<file path="src/rtl/ttc_prescaler_lite12.sv">
//==============================================================================
// ttc_prescaler_lite12 : TTC count-enable prescaler, pclk or synchronised ext tick
// Optional: TTC_EXT_FILTER_EN adds a 3-sample glitch filter on ext_clk12
// Revision: 1.0
//==============================================================================
`default_nettype none

module ttc_prescaler_lite12 #(
  parameter int SYNC_STAGES = 2
) (
  input  logic        pclk12,
  input  logic        p_reset12,
  input  logic        count_en12,
  input  logic [6:0]  clk_ctrl_reg12,
  input  logic        ext_clk12,
  output logic        count_pulse12,
  output logic [15:0] ps_count12
);

  typedef enum logic [1:0] {
    IDLE = 2'd0,
    ARM  = 2'd1,
    RUN  = 2'd2
  } state_t;

  state_t                 state_q, state_d;
  logic [15:0]            ps_count_q, ps_count_d;
  logic                   count_pulse_q, count_pulse_d;
  logic [SYNC_STAGES-1:0] sync_q, sync_d;
  logic                   hist_q, hist_d;
  logic                   ext_tick_q, ext_tick_d;
  logic                   sync_out;
  logic                   level_cur;
  logic                   src_tick;
  logic [15:0]            term;

  assign sync_out = sync_q[SYNC_STAGES-1];

`ifdef TTC_EXT_FILTER_EN
  // Two previous sync samples; level only moves when all three agree.
  logic [1:0] filt_hist_q, filt_hist_d;

  always_comb begin
    filt_hist_d = {filt_hist_q[0], sync_out};
    level_cur   = hist_q;
    if ((sync_out == filt_hist_q[0]) && (sync_out == filt_hist_q[1])) begin
      level_cur = sync_out;
    end
  end

  always_ff @(posedge pclk12 or posedge p_reset12) begin
    if (p_reset12) begin
      filt_hist_q <= 2'b00;
    end else begin
      filt_hist_q <= filt_hist_d;
    end
  end
`else
  always_comb begin
    level_cur = sync_out;
  end
`endif

  // hist_q is both the edge-detect history and, with the filter, its held level.
  always_comb begin
    sync_d     = {sync_q[SYNC_STAGES-2:0], ext_clk12};
    hist_d     = level_cur;
    ext_tick_d = clk_ctrl_reg12[6] ? (~level_cur & hist_q) : (level_cur & ~hist_q);
  end

  assign src_tick = clk_ctrl_reg12[5] ? ext_tick_q : 1'b1;
  assign term     = 16'hFFFF >> (4'd15 - clk_ctrl_reg12[4:1]);

  always_comb begin
    state_d       = state_q;
    ps_count_d    = 16'd0;
    count_pulse_d = 1'b0;
    case (state_q)
      IDLE: begin
        if (count_en12) state_d = ARM;
      end
      ARM: begin
        state_d = count_en12 ? RUN : IDLE;
      end
      RUN: begin
        if (!count_en12) begin
          state_d = IDLE;
        end else if (!clk_ctrl_reg12[0]) begin
          count_pulse_d = src_tick;
        end else if (src_tick) begin
          // >= so a lowered N terminates immediately instead of wrapping.
          if (ps_count_q >= term) begin
            count_pulse_d = 1'b1;
          end else begin
            ps_count_d = ps_count_q + 16'd1;
          end
        end else begin
          ps_count_d = ps_count_q;
        end
      end
      default: begin
        state_d = IDLE;
      end
    endcase
  end

  always_ff @(posedge pclk12 or posedge p_reset12) begin
    if (p_reset12) begin
      state_q       <= IDLE;
      ps_count_q    <= 16'd0;
      count_pulse_q <= 1'b0;
      sync_q        <= '0;
      hist_q        <= 1'b0;
      ext_tick_q    <= 1'b0;
    end else begin
      state_q       <= state_d;
      ps_count_q    <= ps_count_d;
      count_pulse_q <= count_pulse_d;
      sync_q        <= sync_d;
      hist_q        <= hist_d;
      ext_tick_q    <= ext_tick_d;
    end
  end

  assign count_pulse12 = count_pulse_q;
  assign ps_count12    = ps_count_q;

endmodule

`default_nettype wire
</file>
<file path="config.mk">
export PLATFORM = sky130hd
export DESIGN_NAME = ttc_prescaler_lite12
export DESIGN_NICKNAME = d
export VERILOG_FILES = /design/src/rtl/ttc_prescaler_lite12.sv
export SDC_FILE = /design/constraint.sdc
export NUM_CORES = 1
export LEC_CHECK = 0
export BUFFER_PORTS_ARGS = -buffer_cell sky130_fd_sc_hd__buf_2
export CORE_MARGIN = 1
export CORE_UTILIZATION = 50
export CTS_CLUSTER_DIAMETER = 150
export CTS_CLUSTER_SIZE = 20
export DETAILED_ROUTE_END_ITERATION = 10
export PLACE_DENSITY = 0.76
export SLEW_MARGIN = 20
export SYNTH_ARGS = -nofsm -noshare
export SYNTH_HDL_FRONTEND = slang
export SYNTH_SLANG_ARGS = --single-unit
export TNS_END_PERCENT = 20
</file>
<file path="constraint.sdc">
create_clock -name pclk12 -period 1.9 [get_ports pclk12]
set_input_delay 0.475 -clock pclk12 [delete_from_list [all_inputs] [get_ports pclk12]]
set_output_delay 0.475 -clock pclk12 [all_outputs]
set_load 0.01 [all_outputs]
</file>
# --- Word level (Yosys, flattened, before mapping) ---
# Index checks and enable logic that the tools add are counted.
op_classes:
  eq_ne: 5
  muxes: 16
  add_sub_neg: 2
  n_bitwise: 4
  magnitude_cmp: 1
  multipliers: 0
  div_mod_pow: 0
  n_reduce_logical: 2
  n_shift: 1
op_table:
  columns: ["operator", "n"]
  rows:
  - ["$mux 16", 5]
  - ["$add 16x1->16 const B", 1]
  - ["$ge 16x16->1", 1]
  - ["$shr 16x4->16 const A", 1]
  - ["$mux 1", 7]
  - ["$mux 2", 3]
  - ["$pmux 2 s3", 1]
  - ["$ne 2x2->1 const B", 2]
  - ["$ne 4x4->1 const B", 1]
  - ["$sub 4x4->4 const A", 1]
  - ["$and 1x1->1", 2]
  - ["$eq 2x1->1 const B", 1]
  - ["$eq 2x2->1 const B", 1]
  - ["$logic_not 2->1", 1]
  - ["$not 1->1", 2]
  - ["$reduce_and 2->1", 1]
word_totals:
  mem_count: 0
  inputBits: 11
  mem_bits_ro: 0
  output_inout_bits: 17
  mem_bits_rw: 0
  latchBits: 0
  wordCells: 37
  regBits: 23

# --- Depth between registers and ports, before layout ---
# Gate-level depths: netlist of the first run.
depth:
  depth_word: 8
  depth_mapped: 9
  mapped_depth_nobuf: 8

# --- Worst setup path before layout of the first run ---
# No wires, ideal clock.
synth_timing:
  path_kind: "in2reg"
  start: "in clk_ctrl_reg12[3]"
  end: "reg ps_count_q[10], in the netlist ps_count12[10]"
  arrival_time_ps: 2248
  stages: 8
  path_slack_ps: -481
  setup_time_ps: 133
  cell_sequence: "clkbuf_1 -> o211ai_1 -> ha_1 -> nand4_1 -> nor4_1 -> a22oi_2 -> a41oi_2 -> nor2_1"
synth_via:
  elab_chain_cells: 8
synth_rtl:
  columns: ["item", "line_no", "text"]
  rows:
  - ["start: declaration", "14", "input logic [6:0] clk_ctrl_reg12,"]
  - ["$sub 4x4->4", "72", "assign term = 16'hFFFF >> (4'd15 - clk_ctrl_reg12[4:1]);"]
  - ["$shr 16x4->16", "72", null]
  - ["$ge 16x16->1", "92", "if (ps_count_q >= term) begin"]
  - ["$mux 16", "92", null]
  - ["$mux 16", "90", "end else if (src_tick) begin"]
  - ["$mux 16", "88", "end else if (!clk_ctrl_reg12[0]) begin"]
  - ["$mux 16", "86", "if (!count_en12) begin"]
  - ["$mux 16", "78", "case (state_q)"]
  - ["end signal: assignment", "117", "ps_count_q <= ps_count_d;"]
  - ["end: declaration", "27", "logic [15:0] ps_count_q, ps_count_d;"]
# Every way passes these cells. The select of a mux whose other input is x is not followed.
# A chain may end at the register's enable or synchronous reset.

# --- Worst setup path in the final report of the first run ---
layout_timing:
  start: "in clk_ctrl_reg12[2]"
  end: "reg ps_count_q[6], in the netlist ps_count12[6]"
# The elaborated chain is that of the path after synthesis.

==> flow_results.org, run 1 <==
** Setup path
- STA puts the critical path data required time at 2.12 ns.
- Path type of the worst setup path :: in2reg
- Critical Path Source :: clk_ctrl_reg12[2]
- Series of cell instances along the critical path :: buf_12 > a21o_1 > nand2_2 > ha_4 > nand4_1 > buf_4 > nor4_4 > a22oi_2 > a41oi_2 > buf_6 > nor2_1
- Arrival time worst endpoint :: 2.23 ns
- STA classifies the critical path endpoint as a register.
- Max Fanout on Critical Path :: 11
- Slowest-stage cell, CP :: sky130_fd_sc_hd__ha_4
- Worst R2R Start :: ps_count12[10]
- In this design, the stage delay of the slowest critical-path cell is 0.27 ns.
- Type of origin of the critical path :: primary input

** Route
- The first routing iteration left 145 violations.
- Before antenna repair, the detailed router went through 4 iterations.
- For this run, design rule violations remaining after detail routing come to 0.
- Wire length after detailed routing :: 4.63 mm
- The routed layout has 1594 vias.
- In this run the remaining antenna-violating nets after routing total 0.
- Drt wl/cell :: 16.8 um
- In the routed layout, each cell is associated on average with a via count of just under 6.

** Global route
- For this run, the total global-route usage over all layers was measured as 28.7%.
- Via count of the first global-routing pass :: 1537
- Antenna violations before repair :: 0
- The layer flagged by global routing as most heavily used is met2.
- In the global route stage, met2 resource usage came out at 48.6%.
- Global-route wire length before repair :: roughly 7.3 mm
- For met3 alone, demand over resource in global routing was 1.98%.
- Met1 track demand over resource :: 39.4%
- Entering global routing, the biggest net connects 24 pins.
- Summed over all layers, the global routing overflow is 0.

** Clock network
- Reg clk slew, reported paths :: about 0.13 ns
- # clock sinks :: 23
- CTS built an H-tree with a depth of 1.
- TritonCTS created 3 clock buffers.
- The longest clock path from root to sink contains 2 buffers.
- TritonCTS built the clock tree.
- Clock latency on the worst-skew pair, taken at its later pin, is 0.33 ns.
- Clock tree synthesis selected as its root buffer the cell sky130_fd_sc_hd__clkbuf_4.

** Place
- At the end of routability-driven placement, the weighted congestion stood at 0.825.
- After legalization and detailed placement, the total HPWL measured 3.05 mm.
- Including well taps, the total number of placed cells is 263.
- Number of port buffers :: 27
- Total cell area at the placement stage :: 0.00196 mm2

** Floorplan
- The region available for standard cell placement spans 0.00303 mm2.
- The die covers 0.00341 mm2.
- The die is 58.4 um wide.
- Top-Level Pins :: 28
- Number of rows created at floorplan :: 20
- Once the floorplan was initialized, standard cells occupied between 50% and 60% of the core.
- Die Ht :: 58.4 um

** Timing
- Worst clock skew :: roughly 0.0034 ns
- The count of final max-slew check failures was 0.
- The number of endpoints with negative hold slack in the final report was 0.
- Max Freq :: approximately 500 MHz
- Worst Slack Setup Final :: -0.107 ns
- Transition time at the pin with the least slew margin :: 0.479 ns
- Max-slew headroom at the worst pin :: between 60% and 70%
- Final Setup Violations :: 13
- RSZ-0062 raised after global routing :: true
- Across all hold checks on the routed design, the worst slack comes to between 0.15 and 0.2 ns.
- Final critical-path share of the clock period :: 106%
- Clock period minus final worst setup slack :: 2.01 ns

** Yosys
- Mean post-synth cell area :: 9.29 um2
- Number of library cell types mapped by synthesis :: 40
- Synth warn :: 0
- Post-Synthesis Cell Area :: between 0.0015 and 0.002 mm2
- Instance count of the mapped netlist :: 171
- The synthesized design contains 23 register bits.
- Primary FF master, synth :: sky130_fd_sc_hd__dfrtp_1
- Yosys mapped a number of flops with a built-in enable equal to 0.
- Post-synthesis async set-or-reset flop share :: between 90% and 100%
- Summing the sequential cell areas from Yosys gives 36.2% of the chip area.
- Net Count, Synth :: 198

** Layout
- The library cell used most frequently in the layout, excluding fill and tap cells, is sky130_fd_sc_hd__buf_4.
- From synthesis to final layout, the design area changed by 42.1%.
- Cell Count, Final, Fillers Out :: between 200 and 300
- Once layout is complete, the utilization of the core stands at 74.6%.
- After the last flow step, the layout net total stands at 260.
- Proportion of layout cells with a drive suffix above 1 :: 39.2%
- With fillers left out, the area of the finished cells amounts to between 0.002 and 0.0025 mm2.
- In the layout the commonest cells are 34 x sky130_fd_sc_hd__buf_4, 23 x sky130_fd_sc_hd__dfrtp_1, 23 x sky130_fd_sc_hd__buf_2.
- Antenna cells :: 0
- Counting the fill cells in the layout gives 204.

** Pwr
- Post-layout power :: ~930 uW
- Leakage Power :: 0.00104 uW
- Power density relative to cell area :: 410 mW/mm2
- VDD sags by at most 0.356 mV.

** Job
- Number of max-cap violations :: 0

** Outcome
- The run finished, with violations left.
- Violated checks :: negative setup slack

** Min path
- The worst hold path belongs to the class in2async.
per-layer routing:
metal,up-vias,wire [um]
li1,752,-
met2,67,2290
met5,-,0
met1,760,1920
met4,0,159
met3,15,256
Yosys cell counts, drive strengths merged (2+ instances only):
library cell	number	area (um2)
a21oi	7	35.0
nand2	21	78.8
and2	3	18.8
nor2b	2	12.5
a31oi	3	18.8
ha	16	200
inv	6	22.5
o21ai	10	53.8
xnor2	8	70.1
nor3b	2	15.0
nor2	16	60.1
nand3	6	42.5
xor2	2	17.5
buf	2	16.3
dfrtp	23	576
nand4	7	43.8
a41oi	2	25.0
nor4b	4	62.6
nor4	6	37.5
o211ai	6	45.0
nor3	3	15.0
clkbuf	4	15.0
final cells by class:
class                           count  area, um2  share of cell area (%)
Clock buffer                        4       26.3                    1.16
Inverter                            6       22.5                   0.997
Multi-Input combinational cell    136       1110                    49.2
Timing Repair Buffer               63        468                    20.7
Tap cell                           44       55.1                    2.44
Sequential cell                    23        576                    25.5
state kept, by name, indices dropped and copies added, names as in the netlist:
name and cells:
ps_count12 16, state_q 2, sync_q 2, count_pulse12 1, ext_tick_q 1, hist_q 1
report_power, final:
group          internal [uW]  leakage (uW)  switching, uW  total [uW]
clock network           82.4     0.0000150            158         241
registers                503      0.000311           10.5         514
logic                   81.0      0.000713           90.7         172
worst max-delay path: cells and delay by family:
family / cells / cell delay (ns)
fa+ha+maj: 1 / 0.27
buf+inv: 3 / 0.44
compound gates: 3 / 0.54
simple gates: 4 / 0.49
stage by stage:
stage	setup TNS, ns	worst slack, ns
finish	-0.857	-0.107
global route	-1.97	-0.180
CTS	0	0.000963
detailed placement	-8.16	-0.553
global placement	-6.68	-0.456
floorplan	-3.64	-0.301
timing repair:
item	4_1_cts	5_1_grt
endpoints found under the hold margin	0	0
resized for setup	20	20
pin swaps	11	11
hold buffers	0	0
setup buffers	6	3
setup endpoints to repair	17	17
path summary, 6_finish.rpt:
path,to,slack (ns),cells past startpoint
setup / recovery,ps_count12[6],-0.11,11
hold / removal,hist_q,0.16,3
setup reg to reg,ps_count12[6],-0.10,8
hold reg to reg,sync_q[1],0.37,0
max in group asynchronous,ps_count12[5],1.51,3
min in group pclk12,sync_q[0],0.24,1
kinds of logic after synthesis:
family	Yosys count	share of synthesized area (%)
buffers and inverters	12	3.39
and+or+nand+nor	75	27.2
AOI/OAI and AO/OA	35	15.1
xor gates and xnor gates	10	5.51
adders and majority gates	16	12.6
DFF	23	36.2
Power figures use the tool's default switching activity.
==> run 2: changes to the inputs <==
Settings changed: CORE_ASPECT_RATIO set to 0.7.
==> run 2 against run 1 <==
Net effect:
- the run still ends with negative setup slack left
- combinational power down 10%
- clock power up 27%
- clock skew up 0.0047 ns
- core utilization up 0.41 points
- fmax down 2.2%
- routed wire length down 6.7%
- design area down 3.6%
- count of clock-buffer cells in the layout unchanged
- via count up 0.19%
- sequential power about the same
- global-route usage down 1.3 points
- critical path type unchanged
- critical endpoint is now ps_count12[3]
==> flow_results.org, run 2 (synthesized netlist as in run 1, its figures left out) <==
** Floorplan
- The starting density of the core came to 54.7% (+2.3 points).
- Overall die area :: 0.00341 mm2 (+0.10%)
- The I/O pin total was 28 (unchanged).
- The overall die height was 49.2 um (-16%).
- Width of the die :: 69.4 um (+19%)
- Area of the core :: 0.00290 mm2 (-4.1%)
- Number of rows created at floorplan :: 16 (-20%)

** Global route
- The total overflow reported by the global router was 0 (unchanged).
- The global-route usage over all layers was 27.4% (-1.3 points).
- The first-pass GRT wire length is 7.17 mm (-2.0%).
- The number of global-route vias before repair was 1477 (-3.9%).
- Antenna violations before repair :: 0 (unchanged)
- The largest net degree at the start of global routing is 24 (unchanged).

** Route
- The violation count after the first detailed-routing iteration is 107 (-26%).
- The total number of vias came to 1597 (+0.19%).
- The count of nets left with antenna violations after detail routing came to 0 (unchanged).
- DRC errors left :: 0 (unchanged)
- Wire length after detailed routing :: 4.32 mm (-6.7%)
- Drt wl/cell :: 16.3 um (-2.8%)
- The number of vias per cell is 6.03 (+4.3%).
- Pre-antenna DRT Iters :: 5 (+1)

** Setup path
- On the critical path the largest part of the delay comes from compound AO/OA/AOI/OAI gates.
- On the critical path, the stage with the largest delay is an instance of sky130_fd_sc_hd__ha_1.
- Sort of element at the end of the critical path :: register
- The data required time of the critical path was 2.10 ns (-0.02 ns).
- The signal on the critical path passes through buf_12 > o211ai_1 > ha_1 > a211o_1 > o211ai_1 > nor4b_4 > buf_6 > buf_6 > nand4_1 > o21ai_1.
- The buffering stage count on the worst path with inverters included came to 3 (unchanged).
- Type of origin of the critical path :: primary input
- Max Fanout on Critical Path :: 6 (-5)
- Arrival time worst endpoint :: 2.25 ns (+0.02 ns)
- Path type of the worst setup path :: in2reg
- Delay of the slowest cell on the worst path :: 0.29 ns (+0.02 ns)

** Timing
- Clock period minus final worst setup slack :: 2.05 ns (+0.0448 ns)
- TNS Setup :: -1.32 ns (-0.459 ns)
- The count of final max-slew check failures was 0 (unchanged).
- The number of endpoints with negative hold slack in the final report was 0 (unchanged).
- The final setup slack of the worst path is -0.152 ns (-0.0448 ns).
- Setup repair after global routing could not meet its margin everywhere.
- Transition time at the pin with the least slew margin :: 0.541 ns (+0.0616 ns)
- The post-route clock period utilization was 108% (+2.4 points).
- The final worst clock skew is 0.00805 ns (+0.00466 ns).
- Max Freq :: 487 MHz (-2.2%)
- The worst max-slew margin expressed relative to the limit is 63.6% (-4.5 points).
- The number of setup violations in the final report came to 16 (+3).

** Clock network
- Hold buffer count at cts :: 0 (unchanged)
- TritonCTS built the clock tree.
- Number of H-tree levels :: 1 (unchanged)
- The clock latency on the worst-skew pair is 0.27 ns (-0.06 ns).
- # clock sinks :: 23 (unchanged)
- The clock buffer count from CTS is 3 (unchanged).
- The maximum clock insertion buffer count came to 2 (unchanged).
- In this run the clock root is driven by a sky130_fd_sc_hd__clkbuf_8.
- The clock transition at the register clock pins on the worst setup and hold paths after CTS came to 0.08 ns (-0.05 ns).

** Outcome
- The final reports fail on negative setup slack.
- Result of the run :: finished, violations left

** Layout
- Leaving out fill and tap cells, the most frequent cells in the layout are 29 x sky130_fd_sc_hd__buf_4, 23 x sky130_fd_sc_hd__dfrtp_1, 23 x sky130_fd_sc_hd__buf_2.
- The number of inserted diodes was 0 (unchanged).
- The net total in the final layout was 257 (-1.2%).
- Flip-flop count of the largest register after layout :: 16 (unchanged)
- Leaving out fill and tap cells, the most frequent cell in the layout is sky130_fd_sc_hd__buf_4.
- The fraction of final layout cells with drive strength greater than 1 is 34.1% (-5.2 points).
- From synthesis to final layout, the design area changed by 37.0%.
- Cell Count, Final, Fillers Out :: 265 (-4.0%)

** Place
- Final Wtd Congestion :: 0.867 (+5.0%)
- HPWL reported at the end of detailed placement :: 3.08 mm (+0.93%)
- The number of port buffers was 27 (unchanged).
- Placed cell count :: 252 (-4.2%)

** Pwr
- The standby leakage power was 0.00103 uW (-0.91%).
- Power density relative to cell area :: 448 mW/mm2 (+9.3%)
- The worst IR drop on VDD was 0.285 mV (-20%).

** Job
- Number of max-cap violations :: 0 (unchanged)

** Min path
- Hold crit path type :: in2async
## run 2: cell count changes in the layout (fill, tap and decap cells not counted), moves of 2 or more
cell and delta:
sky130_fd_sc_hd__nor2_1 +2, sky130_fd_sc_hd__buf_4 -5, sky130_fd_sc_hd__ha_4 -4, sky130_fd_sc_hd__clkbuf_4 -3
sky130_fd_sc_hd__clkbuf_8 +3, sky130_fd_sc_hd__nor2_2 -2, sky130_fd_sc_hd__ha_1 +4
## run 2: worst paths after layout
kind                                    from       endpoint  slack [ns]  cells past startpoint
max                        clk_ctrl_reg12[2]  ps_count12[3]       -0.15                     10
min                                p_reset12     state_q[0]        0.23                      3
max reg2reg                   ps_count12[15]  ps_count12[3]       -0.05                      8
min reg2reg                        sync_q[0]      sync_q[1]        0.35                      0
max in group asynchronous          p_reset12     ext_tick_q        1.45                      3
min in group pclk12                ext_clk12      sync_q[0]        0.31                      1
## run 2: routing by layer
metal,GRT usage [%],up-vias,part of all wire [%]
met4,9.86,0,2.2
met2,47.1,74,48
met3,5.17,15,8.3
met1,34.6,762,41
li1,-,746,-
met5,0,-,0
## run 2: metrics by stage
stage | total power [uW] | setup WS [ns] | hold slack [ns] | utilization (%) | cell area [um2]
after global routing | 1020 | -0.226 | 0.274 | 75.0 | 2180
after detailed placement | 638 | -0.619 | 0.336 | 66.5 | 1930
final | 976 | -0.152 | 0.225 | 75.0 | 2180
after CTS | 965 | -0.0886 | 0.237 | 72.8 | 2110
after global placement | 631 | -0.508 | 0.332 | 66.5 | 1930
after floorplan | 604 | -0.301 | 0.331 | - | 1640
## run 2: repair_timing
item	4_1_cts	5_1_grt
pin swaps	15	11
setup endpoints to repair	17	16
cloned	0	1
resized for setup	22	7
buffers inserted	7	1
## run 2: cell type report
class / instances / area [um2]
Multi-Input combinational cell: 136 / 1030
Fill cell: 205 / 726
Sequential cell: 23 / 576
Timing Repair Buffer: 60 / 462
Clock buffer: 4 / 45.0
Tap cell: 36 / 45.0
Inverter: 6 / 22.5
## run 2: power by group
group          total [uW]  switching [uW]  leakage, uW  internal [uW]
Combinational         154            80.7     0.000695           73.5
Clock                 307             157    0.0000228            150
Sequential            514            11.2     0.000311            503
## run 2: worst min-delay path, stage by stage
cell and delay (ns):
sky130_fd_sc_hd__buf_2 0.09, sky130_fd_sc_hd__inv_1 0.04, sky130_fd_sc_hd__buf_4 0.28
==> run 3: changes to the inputs <==
Settings changed: SKIP_LAST_GASP set to 1.
==> run 3 against run 2 <==
Net effect:
- the run still ends with negative setup slack left
- sequential cell count stayed put
- count of clock-buffer cells in the layout stayed put
- global-route usage stayed put
- largest power group unchanged
- highest routed layer unchanged
==> flow_results.org, run 3 (synthesized netlist as in run 1, its figures left out) <==
** Outcome
- Result of the run :: finished, violations left
- The checks that failed: negative setup slack.

** Route
- Remaining number of nets flagged by the antenna check after routing :: 0 (unchanged)
- Drt wl/cell :: 16.3 um (+0.32%)
- The detailed-router iteration count before antenna repair came to 4 (-1).
- Wire length after detailed routing :: 4.33 mm (+0.32%)
- The DRC violation count after routing is 0 (unchanged).
- Post-detailed-route via-to-cell ratio :: 5.97 (-0.94%)
- Number of vias in the routed layout :: 1582 (-0.94%)
- The violation count after the first detailed-routing iteration is 92 (-14%).

** Job
- The number of maximum-capacitance violations came to 0 (unchanged).

** Layout
- Area growth from synthesis to final layout :: 36.6%
- Area of combinational cells with multiple inputs :: 0.00102 mm2 (-0.61%)
- Utilization after layout :: 74.8% (-0.22 points)
- FILL cells :: 202 (-1.5%)
- The total area of sequential cells came to 576 um2 (unchanged).
- The fraction of final layout cells with drive strength greater than 1 came to 33.6% (-0.44 points).
- Leading cell type in the layout, fill and taps excluded :: sky130_fd_sc_hd__buf_4
- Antenna cells :: 0 (unchanged)
- Flip-flop count of the largest register after layout :: 16 (unchanged)
- The top cell types in the final layout, fill and taps aside, are 29 x sky130_fd_sc_hd__buf_4, 23 x sky130_fd_sc_hd__dfrtp_1, 23 x sky130_fd_sc_hd__buf_2.
- The net total in the final layout is 257 (unchanged).

** Timing
- Transition time at the pin with the least slew margin :: 0.518 ns (-0.0224 ns)
- Max Freq :: 486 MHz (-0.23%)
- Hold violation total from the final report :: 0 (unchanged)
- Max-slew headroom at the worst pin :: 65.1% (+1.5 points)
- The final setup slack of the worst path is -0.157 ns (-0.00468 ns).
- Final Slew Violations :: 0 (unchanged)
- Final critical-path share of the clock period :: 108% (+0.25 points)
- Setup repair after global routing could not meet its margin everywhere.
- Worst clock skew :: 0.00743 ns (-0.000620 ns)
- The number of setup violations in the final report is 16 (unchanged).
- Clock period minus final worst setup slack :: 2.06 ns (+0.00468 ns)

** Setup path
- Path type of the worst setup path :: in2reg
- Arrival time worst endpoint :: 2.26 ns (about the same)
- Type of origin of the critical path :: primary input
- Required time reported for the critical path endpoint :: 2.10 ns (about the same)
- STA classifies the critical path endpoint as a register.
- Max Fanout on Critical Path :: 6 (unchanged)

** Floorplan
- Top-Level Pins :: 28 (unchanged)
- Overall die area :: 0.00341 mm2 (unchanged)
- Die Ht :: 49.2 um (unchanged)
- The starting density of the core came to 54.7% (unchanged).
- Area of the core :: 0.00290 mm2 (unchanged)
- The floorplan row count was 16 (unchanged).
- The horizontal die dimension is 69.4 um (unchanged).

** Global route
- The initial antenna violation count came to 0 (unchanged).
- Overall Global Routing Usage :: 27.4% (unchanged)
- Global-route wire length before repair :: 7.17 mm (unchanged)
- Via count of the first global-routing pass :: 1475 (-0.14%)
- The largest net degree at the start of global routing was 24 (unchanged).
- The total overflow reported by the global router came to 0 (unchanged).

** Place
- The sum of net half-perimeters after detailed placement is 3.08 mm (unchanged).
- The number of port buffers was 27 (unchanged).
- Final Wtd Congestion :: 0.867 (unchanged)

** Min path
- In this run the worst hold path is classified as in2async.

** Clock network
- The clock transition at the register clock pins on the worst setup and hold paths after CTS came to 0.08 ns (about the same).
- The cts-stage hold buffer count is 0 (unchanged).
- Number of H-tree levels :: 1 (unchanged)
- CTS root buffer :: sky130_fd_sc_hd__clkbuf_8
- TritonCTS clock tree :: yes
- The clock latency on the worst-skew pair was 0.27 ns (about the same).
- # clock sinks :: 23 (unchanged)
- The maximum clock insertion buffer count was 2 (unchanged).
- Num CTS Buffers :: 3 (unchanged)

** Pwr
- Post-layout power :: 975 uW (about the same)
- The power per unit of standard cell area is 449 mW/mm2 (+0.27%).
- Highest ir drop seen on vdd :: 0.285 mV (about the same)
- Leakage Power :: 0.00103 uW (about the same)
run 3: per-stage QoR:
| stage | setup WS [ns] | instances | hold slack [ns] | area, um2 | setup TNS [ns] |
|---|---|---|---|---|---|
| 2_1_floorplan | -0.301 | 171 | 0.331 | 1640 | -3.64 |
| 3_3_place_gp | -0.508 | 252 | 0.332 | 1930 | -7.59 |
| 3_5_place_dp | -0.619 | 252 | 0.336 | 1930 | -9.38 |
| 4_1_cts | -0.0886 | 263 | 0.237 | 2110 | -0.686 |
| 5_1_grt | -0.226 | 265 | 0.274 | 2170 | -2.59 |
| 6_report | -0.157 | 265 | 0.225 | 2170 | -1.42 |
run 3: area by class of cell:
cell class / instances / area share, %
Sequential cell: 23 / 26.5
Timing Repair Buffer: 60 / 21.3
Multi-Input combinational cell: 136 / 47.0
Inverter: 6 / 1.04
Tap cell: 36 / 2.07
Clock buffer: 4 / 2.07
run 3: worst paths after layout:
| path | startpoint | to | slack [ns] | depth (start not counted) |
|---|---|---|---|---|
| max in group asynchronous | p_reset12 | hist_q | 1.45 | 3 |
| min in group pclk12 | ext_clk12 | sync_q[0] | 0.31 | 1 |
| worst max-delay path | clk_ctrl_reg12[2] | ps_count12[3] | -0.16 | 10 |
| worst max register to register | ps_count12[15] | ps_count12[1] | -0.06 | 7 |
| worst min-delay path | p_reset12 | state_q[0] | 0.23 | 3 |
| worst min register to register | sync_q[0] | sync_q[1] | 0.35 | 0 |
run 3: metal layers:
metal  track usage, %  up-vias  share of wire [%]
met2             47.1       68                 47
met5                0        -                  0
met4             9.86        0                1.8
met1             34.6      757                 44
li1                 -      746                  -
met3             5.17       11                7.2
run 3: report_power, final:
group | internal, uW | switching, uW | total (uW)
Clock | 150 | 157 | 307
Combinational | 73.5 | 81.0 | 154
Sequential | 503 | 11.4 | 514
Total | 727 | 249 | 975
run 3: critical path: stages:
cell	delay, ns
sky130_fd_sc_hd__buf_12	0.11
sky130_fd_sc_hd__o211ai_1	0.22
sky130_fd_sc_hd__ha_1	0.29
sky130_fd_sc_hd__a211o_1	0.28
sky130_fd_sc_hd__o211ai_1	0.16
sky130_fd_sc_hd__nor4b_4	0.27
sky130_fd_sc_hd__buf_6	0.17
sky130_fd_sc_hd__buf_6	0.10
sky130_fd_sc_hd__nand4_1	0.08
sky130_fd_sc_hd__o21ai_1	0.09
run 3: what timing repair did:
item                       in CTS  in global routing
buffers inserted                7                  1
cloned                          0                  1
pin swaps                      14                  6
resized for setup              21                  7
setup endpoints to repair      17                 16
